[src/rtl/serial_pkg.sv]
// Shared definitions for the serial shift-register stage and its deserializer.
package serial_pkg;

    localparam int SER_WORD_W = 8;
    localparam bit LSB_FIRST  = 1'b1;

    function automatic int clog2(input int value);
        int result;
        int v;
        result = 0;
        v = value - 1;
        while (v > 0) begin
            result = result + 1;
            v = v >> 1;
        end
        return result;
    endfunction

endpackage

[src/rtl/serial_deserializer.sv]
// Reassembles an LSB-first serial bit stream into n-bit words presented on a
// valid/ready output with a one-word holding register and sticky overrun flag.
module serial_deserializer
    import serial_pkg::*;
#(
    parameter int n = SER_WORD_W
) (
    input  logic                  clk,
    input  logic                  rstn,
    input  logic                  si,
    input  logic                  en,
    input  logic                  sync,
    output logic [n-1:0]          dout,
    output logic                  dvalid,
    input  logic                  dready,
    output logic                  overrun,
    input  logic                  clr_ovr,
    output logic [clog2(n)-1:0]   bit_cnt
);

    localparam int            CW   = clog2(n);
    localparam logic [CW-1:0] LAST = CW'(n - 1);

    logic [n-1:0] asm_reg;
    logic [n-1:0] candidate;
    logic         complete;
    logic         hold_free;

    // The word formed on this edge if it turns out to be the last bit.
    assign candidate = LSB_FIRST ? {si, asm_reg[n-1:1]} : {asm_reg[n-2:0], si};
    assign complete  = en && !sync && (bit_cnt == LAST);
    assign hold_free = !dvalid || dready;

    always_ff @(posedge clk) begin
        if (!rstn) begin
            bit_cnt <= '0;
        end else if (sync) begin
            bit_cnt <= en ? CW'(1) : '0;
        end else if (en) begin
            bit_cnt <= (bit_cnt == LAST) ? '0 : bit_cnt + CW'(1);
        end
    end

    always_ff @(posedge clk) begin
        if (!rstn) begin
            asm_reg <= '0;
        end else if (en) begin
            asm_reg <= candidate;
        end
    end

    // A completing word loads even while the held word is being consumed,
    // so back-to-back words flow without a bubble.
    always_ff @(posedge clk) begin
        if (!rstn) begin
            dout   <= '0;
            dvalid <= 1'b0;
        end else if (complete && hold_free) begin
            dout   <= candidate;
            dvalid <= 1'b1;
        end else if (dvalid && dready) begin
            dvalid <= 1'b0;
        end
    end

    always_ff @(posedge clk) begin
        if (!rstn) begin
            overrun <= 1'b0;
        end else if (complete && !hold_free) begin
            overrun <= 1'b1;
        end else if (clr_ovr) begin
            overrun <= 1'b0;
        end
    end

endmodule

[config.mk]
export PLATFORM = sky130hd
export DESIGN_NAME = serial_deserializer
export DESIGN_NICKNAME = d
export VERILOG_FILES = /design/src/rtl/serial_pkg.sv /design/src/rtl/serial_deserializer.sv
export SDC_FILE = /design/constraint.sdc
export NUM_CORES = 1
export LEC_CHECK = 0
export CAP_MARGIN = 10
export CORE_MARGIN = 1
export CORE_UTILIZATION = 30
export CTS_BUF_LIST = sky130_fd_sc_hd__clkbuf_4
export CTS_CLUSTER_DIAMETER = 200
export DETAILED_ROUTE_END_ITERATION = 6
export SYNTH_ARGS = -nofsm -noshare
export SYNTH_HDL_FRONTEND = slang
export SYNTH_SLANG_ARGS = --single-unit
[constraint.sdc]
create_clock -name clk -period 1.35 [get_ports clk]
set_input_delay 0.405 -clock clk [delete_from_list [all_inputs] [get_ports clk]]
set_output_delay 0.405 -clock clk [all_outputs]
set_load 0.1 [all_outputs]
==> report_table.html, run 1 <==
<table>
<tr><th>Metric</th><th>Value</th></tr>
<tr><th colspan="2">Outcome</th></tr>
<tr><td>Result of the run</td><td>finished, final reports clean</td></tr>
<tr><th colspan="2">Critical path</th></tr>
<tr><td>Cell Chain, Critical Path</td><td>clkdlybuf4s50_1 -&gt; buf_4 -&gt; or3b_1 -&gt; a21boi_1</td></tr>
<tr><td>Critical Path AT</td><td>1.55 ns</td></tr>
<tr><td>Critical Path RT</td><td>1.58 ns</td></tr>
<tr><td>Category of the critical setup timing path</td><td>in -&gt; reg</td></tr>
<tr><td>Critical-path top delay cell</td><td>sky130_fd_sc_hd__clkdlybuf4s50_1</td></tr>
<tr><td>Kind of start point of the critical path</td><td>primary input</td></tr>
<tr><td>Max FO, Critical Path</td><td>3</td></tr>
<tr><td>Largest stage delay on the critical path</td><td>0.46 ns</td></tr>
<tr><td>Kind of end point of the critical path</td><td>flop</td></tr>
<tr><th colspan="2">Clock tree</th></tr>
<tr><td>Worst-path clk slew</td><td>0.11 ns</td></tr>
<tr><td>H-tree depth</td><td>1</td></tr>
<tr><td>Count of buffers added by post-CTS timing repair for setup</td><td>0</td></tr>
<tr><td>Sinks on Clock Net</td><td>20</td></tr>
<tr><td>Clock insertion delay at the later pin of the skew report</td><td>0.30 ns</td></tr>
<tr><td>Number of buffers inserted for hold repair after clock tree synthesis</td><td>0</td></tr>
<tr><td>Clock buffers created by TritonCTS</td><td>3</td></tr>
<tr><td>Buffer cell driving the clock tree root</td><td>sky130_fd_sc_hd__clkbuf_4</td></tr>
<tr><td>CTS tree</td><td>yes</td></tr>
<tr><td>Number of resized instances in the post-cts repair step</td><td>0</td></tr>
<tr><td>Max Buffers Root-to-Sink</td><td>2</td></tr>
<tr><th colspan="2">Global routing</th></tr>
<tr><td>Combined global-route utilization of all metal layers</td><td>10.2%</td></tr>
<tr><td>Antenna violations before repair</td><td>0</td></tr>
<tr><td>Global-route wire length before repair</td><td>2.50 mm</td></tr>
<tr><td>Residual overflow from global routing</td><td>0</td></tr>
<tr><td>Largest net degree at the start of global routing</td><td>28</td></tr>
<tr><td>Vias in the first global route</td><td>609</td></tr>
<tr><th colspan="2">STA</th></tr>
<tr><td>RSZ-0062 raised after global routing</td><td>no</td></tr>
<tr><td>Setup slack after layout</td><td>0.0321 ns</td></tr>
<tr><td>Final number of hold-violating endpoints</td><td>0</td></tr>
<tr><td>Final clock skew</td><td>0.00409 ns</td></tr>
<tr><td>Final setup violation count</td><td>0</td></tr>
<tr><td>Highest attainable clock frequency</td><td>0.759 GHz</td></tr>
<tr><td>Min cycle time layout</td><td>1.32 ns</td></tr>
<tr><td>Worst slew slack as a fraction of its limit</td><td>90.5%</td></tr>
<tr><td>Worst Max-Slew Pin Slew</td><td>0.139 ns</td></tr>
<tr><td>Final hold slack</td><td>0.469 ns</td></tr>
<tr><td>Number of max-slew violations in the final report</td><td>0</td></tr>
<tr><td>Share of the clock period used by the worst path</td><td>97.6%</td></tr>
<tr><th colspan="2">Power</th></tr>
<tr><td>Power Total</td><td>1200 uW</td></tr>
<tr><td>Pwr per Cell Area</td><td>882 nW/um^2</td></tr>
<tr><td>Leakage</td><td>0.000528 uW</td></tr>
<tr><td>Worst voltage drop across the vdd grid</td><td>0.656 mV</td></tr>
<tr><th colspan="2">Place</th></tr>
<tr><td>Detailed Place HPWL</td><td>1.12 mm</td></tr>
<tr><td>Port bufs</td><td>19</td></tr>
<tr><td>Last weighted congestion value of the routability-driven placer</td><td>0.709</td></tr>
<tr><td>Placed cell areas</td><td>1310 sq um</td></tr>
<tr><td>Cell total after placement</td><td>134</td></tr>
<tr><td>Worst slack after detailed placement</td><td>-0.281 ns</td></tr>
<tr><th colspan="2">Layout</th></tr>
<tr><td>Fraction of layout instances using a drive strength above 1</td><td>32.7%</td></tr>
<tr><td>ANT cells</td><td>0</td></tr>
<tr><td>Most common cell after layout, fill and taps aside</td><td>sky130_fd_sc_hd__mux2i_1</td></tr>
<tr><td>Most used cells in the layout excluding fill and tap cells</td><td>17 x sky130_fd_sc_hd__mux2i_1, 16 x sky130_fd_sc_hd__nand2_1, 16 x sky130_fd_sc_hd__buf_12</td></tr>
<tr><td>Number of flip-flops in the largest register</td><td>8</td></tr>
<tr><td>Final instance area</td><td>1360 sq um</td></tr>
<tr><td>Final net count</td><td>117</td></tr>
<tr><td>Area added between synthesis and finish</td><td>58.6%</td></tr>
<tr><td>Non-filler instance count after layout</td><td>138</td></tr>
<tr><th colspan="2">Logic synthesis</th></tr>
<tr><td>Avg Cell Area, Syn</td><td>10.6 sq um</td></tr>
<tr><td>Post-Synthesis Cells</td><td>81</td></tr>
<tr><td>Cell area after technology mapping</td><td>856 sq um</td></tr>
<tr><td>Cells taking the most area after synthesis</td><td>sky130_fd_sc_hd__dfxtp_1 47%, sky130_fd_sc_hd__mux2i_1 20%, sky130_fd_sc_hd__nand2_1 7.0%, sky130_fd_sc_hd__nor2b_1 5.1%, sky130_fd_sc_hd__ha_1 2.9%</td></tr>
<tr><td>Share of the synthesized area in the top cell type</td><td>46.8%</td></tr>
<tr><td>Proportion of synthesized chip area in sequential cells</td><td>46.8%</td></tr>
<tr><td>Post-synth net total</td><td>90</td></tr>
<tr><td>Number of warnings reported in the yosys synthesis log</td><td>0</td></tr>
<tr><td>Top cell type by total area after synthesis</td><td>sky130_fd_sc_hd__dfxtp_1</td></tr>
<tr><td>Number of distinct library cells after synthesis</td><td>20</td></tr>
<tr><td>#FFs+latches synth</td><td>20</td></tr>
<tr><th colspan="2">Worst hold path</th></tr>
<tr><td>Tightest Hold Check Type</td><td>reg -&gt; reg</td></tr>
<tr><th colspan="2">Floorplanning</th></tr>
<tr><td>Die outline height</td><td>55.4 microns</td></tr>
<tr><td>I/O pin cnt</td><td>20</td></tr>
<tr><td>Die Footprint</td><td>3070 sq um</td></tr>
<tr><td>Starting density of the core</td><td>31.3%</td></tr>
<tr><td>Row count</td><td>19</td></tr>
<tr><td>Horizontal die dimension</td><td>55.4 microns</td></tr>
<tr><td>Core Region</td><td>2730 sq um</td></tr>
<tr><th colspan="2">Routing</th></tr>
<tr><td>Final routed wirelength across all metal layers</td><td>1.47 mm</td></tr>
<tr><td>Via count</td><td>604</td></tr>
<tr><td>Routed length per placed instance</td><td>10.6 microns</td></tr>
<tr><td>Initial DRC count</td><td>1</td></tr>
<tr><td>Post-DRT Antenna Nets</td><td>0</td></tr>
<tr><td>Drt first pass iters</td><td>4</td></tr>
<tr><td>Vias per std cell</td><td>4.38</td></tr>
<tr><td>DRC Markers</td><td>0</td></tr>
<tr><th colspan="2">Job</th></tr>
<tr><td>Max-capacitance violation count</td><td>0</td></tr>
</table>
[cells by family (layout without fill, tap and decap cells)]
family	count (synthesis)	count (layout)	synth area share, %
AO/OA/AOI/OAI	4	4	3.07
flip-flops	20	20	46.8
multiplexers	17	17	19.9
adder cells (fa/ha/maj)	2	2	2.92
buffers and inverters	6	32	5.85
AND/OR/NAND/NOR	32	32	21.5
[routing by layer]
| metal | vias up | global-route usage [%] | routed length [microns] |
|---|---|---|---|
| met4 | 0 | 6.43 | 17 |
| met2 | 9 | 16.4 | 712 |
| li1 | 314 | - | - |
| met1 | 279 | 12.1 | 698 |
| met3 | 2 | 2.34 | 38 |
| met5 | - | 0 | 0 |
[final cells by class]
class,instances,area [sq um]
clock buffer,3,22.5
clock inverter,1,30.0
sequential,20,414
multi-input combinational,55,430
fill,257,1380
inverter,1,3.75
tap,31,38.8
timing repair buffer,27,418
[power by group]
group	switching (uW)	internal, uW	total (uW)	leakage [uW]
registers	7.99	592	600	0.000165
logic	53.1	62.8	116	0.000336
clock network	181	300	481	0.0000279
[through the flow]
step,TNS [ns],utilization (%)
floorplan,-0.546,-
global placement,-3.76,47.7
detailed placement,-4.09,47.7
CTS,0,49.7
global route,0,49.7
finish,0,49.7
[worst paths after layout]
check	startpoint	end	slack [ns]	cells past startpoint
max	en	bit_cnt[0]$_SDFFE_PN0P_	0.03	4
min	asm_reg[1]$_SDFFE_PN0P_	dout[0]$_SDFFE_PN0P_	0.47	2
max reg2reg	bit_cnt[0]$_SDFFE_PN0P_	dout[2]$_SDFFE_PN0P_	0.07	6
min reg2reg	asm_reg[1]$_SDFFE_PN0P_	dout[0]$_SDFFE_PN0P_	0.47	2
[cell usage after synthesis]
master	number
sky130_fd_sc_hd__mux2i_1	17
sky130_fd_sc_hd__nor2b_4	1
sky130_fd_sc_hd__nand2_1	16
sky130_fd_sc_hd__ha_1	2
sky130_fd_sc_hd__dfxtp_1	20
sky130_fd_sc_hd__o21ai_0	1
sky130_fd_sc_hd__buf_2	3
sky130_fd_sc_hd__o22ai_1	1
sky130_fd_sc_hd__buf_6	1
sky130_fd_sc_hd__nor2b_1	7
sky130_fd_sc_hd__nand2b_4	1
sky130_fd_sc_hd__inv_1	1
sky130_fd_sc_hd__a21boi_1	1
sky130_fd_sc_hd__nand2b_1	1
sky130_fd_sc_hd__a21boi_0	1
sky130_fd_sc_hd__or3b_1	1
sky130_fd_sc_hd__nand3b_4	1
sky130_fd_sc_hd__nor2_1	3
sky130_fd_sc_hd__and2_1	1
sky130_fd_sc_hd__buf_12	1
[worst max-delay path: cells and delay by family]
| family | cells | cell delay, ns |
|---|---|---|
| AO/OA/AOI/OAI | 1 | 0.14 |
| buffers and inverters | 2 | 0.64 |
| AND/OR/NAND/NOR | 1 | 0.37 |
Note: power is estimated with default switching activity, not from simulation.
==> run 2, diff against run 1 <==
--- a/config.mk
+++ b/config.mk
@@ -11,6 +11,7 @@
 export CTS_BUF_LIST = sky130_fd_sc_hd__clkbuf_4
 export CTS_CLUSTER_DIAMETER = 200
 export DETAILED_ROUTE_END_ITERATION = 6
+export SKIP_CTS_REPAIR_TIMING = 1
 export SYNTH_ARGS = -nofsm -noshare
 export SYNTH_HDL_FRONTEND = slang
 export SYNTH_SLANG_ARGS = --single-unit
==> results of run 2 <==
No change in the layout: final DEF, timing and power equal those of run 1.
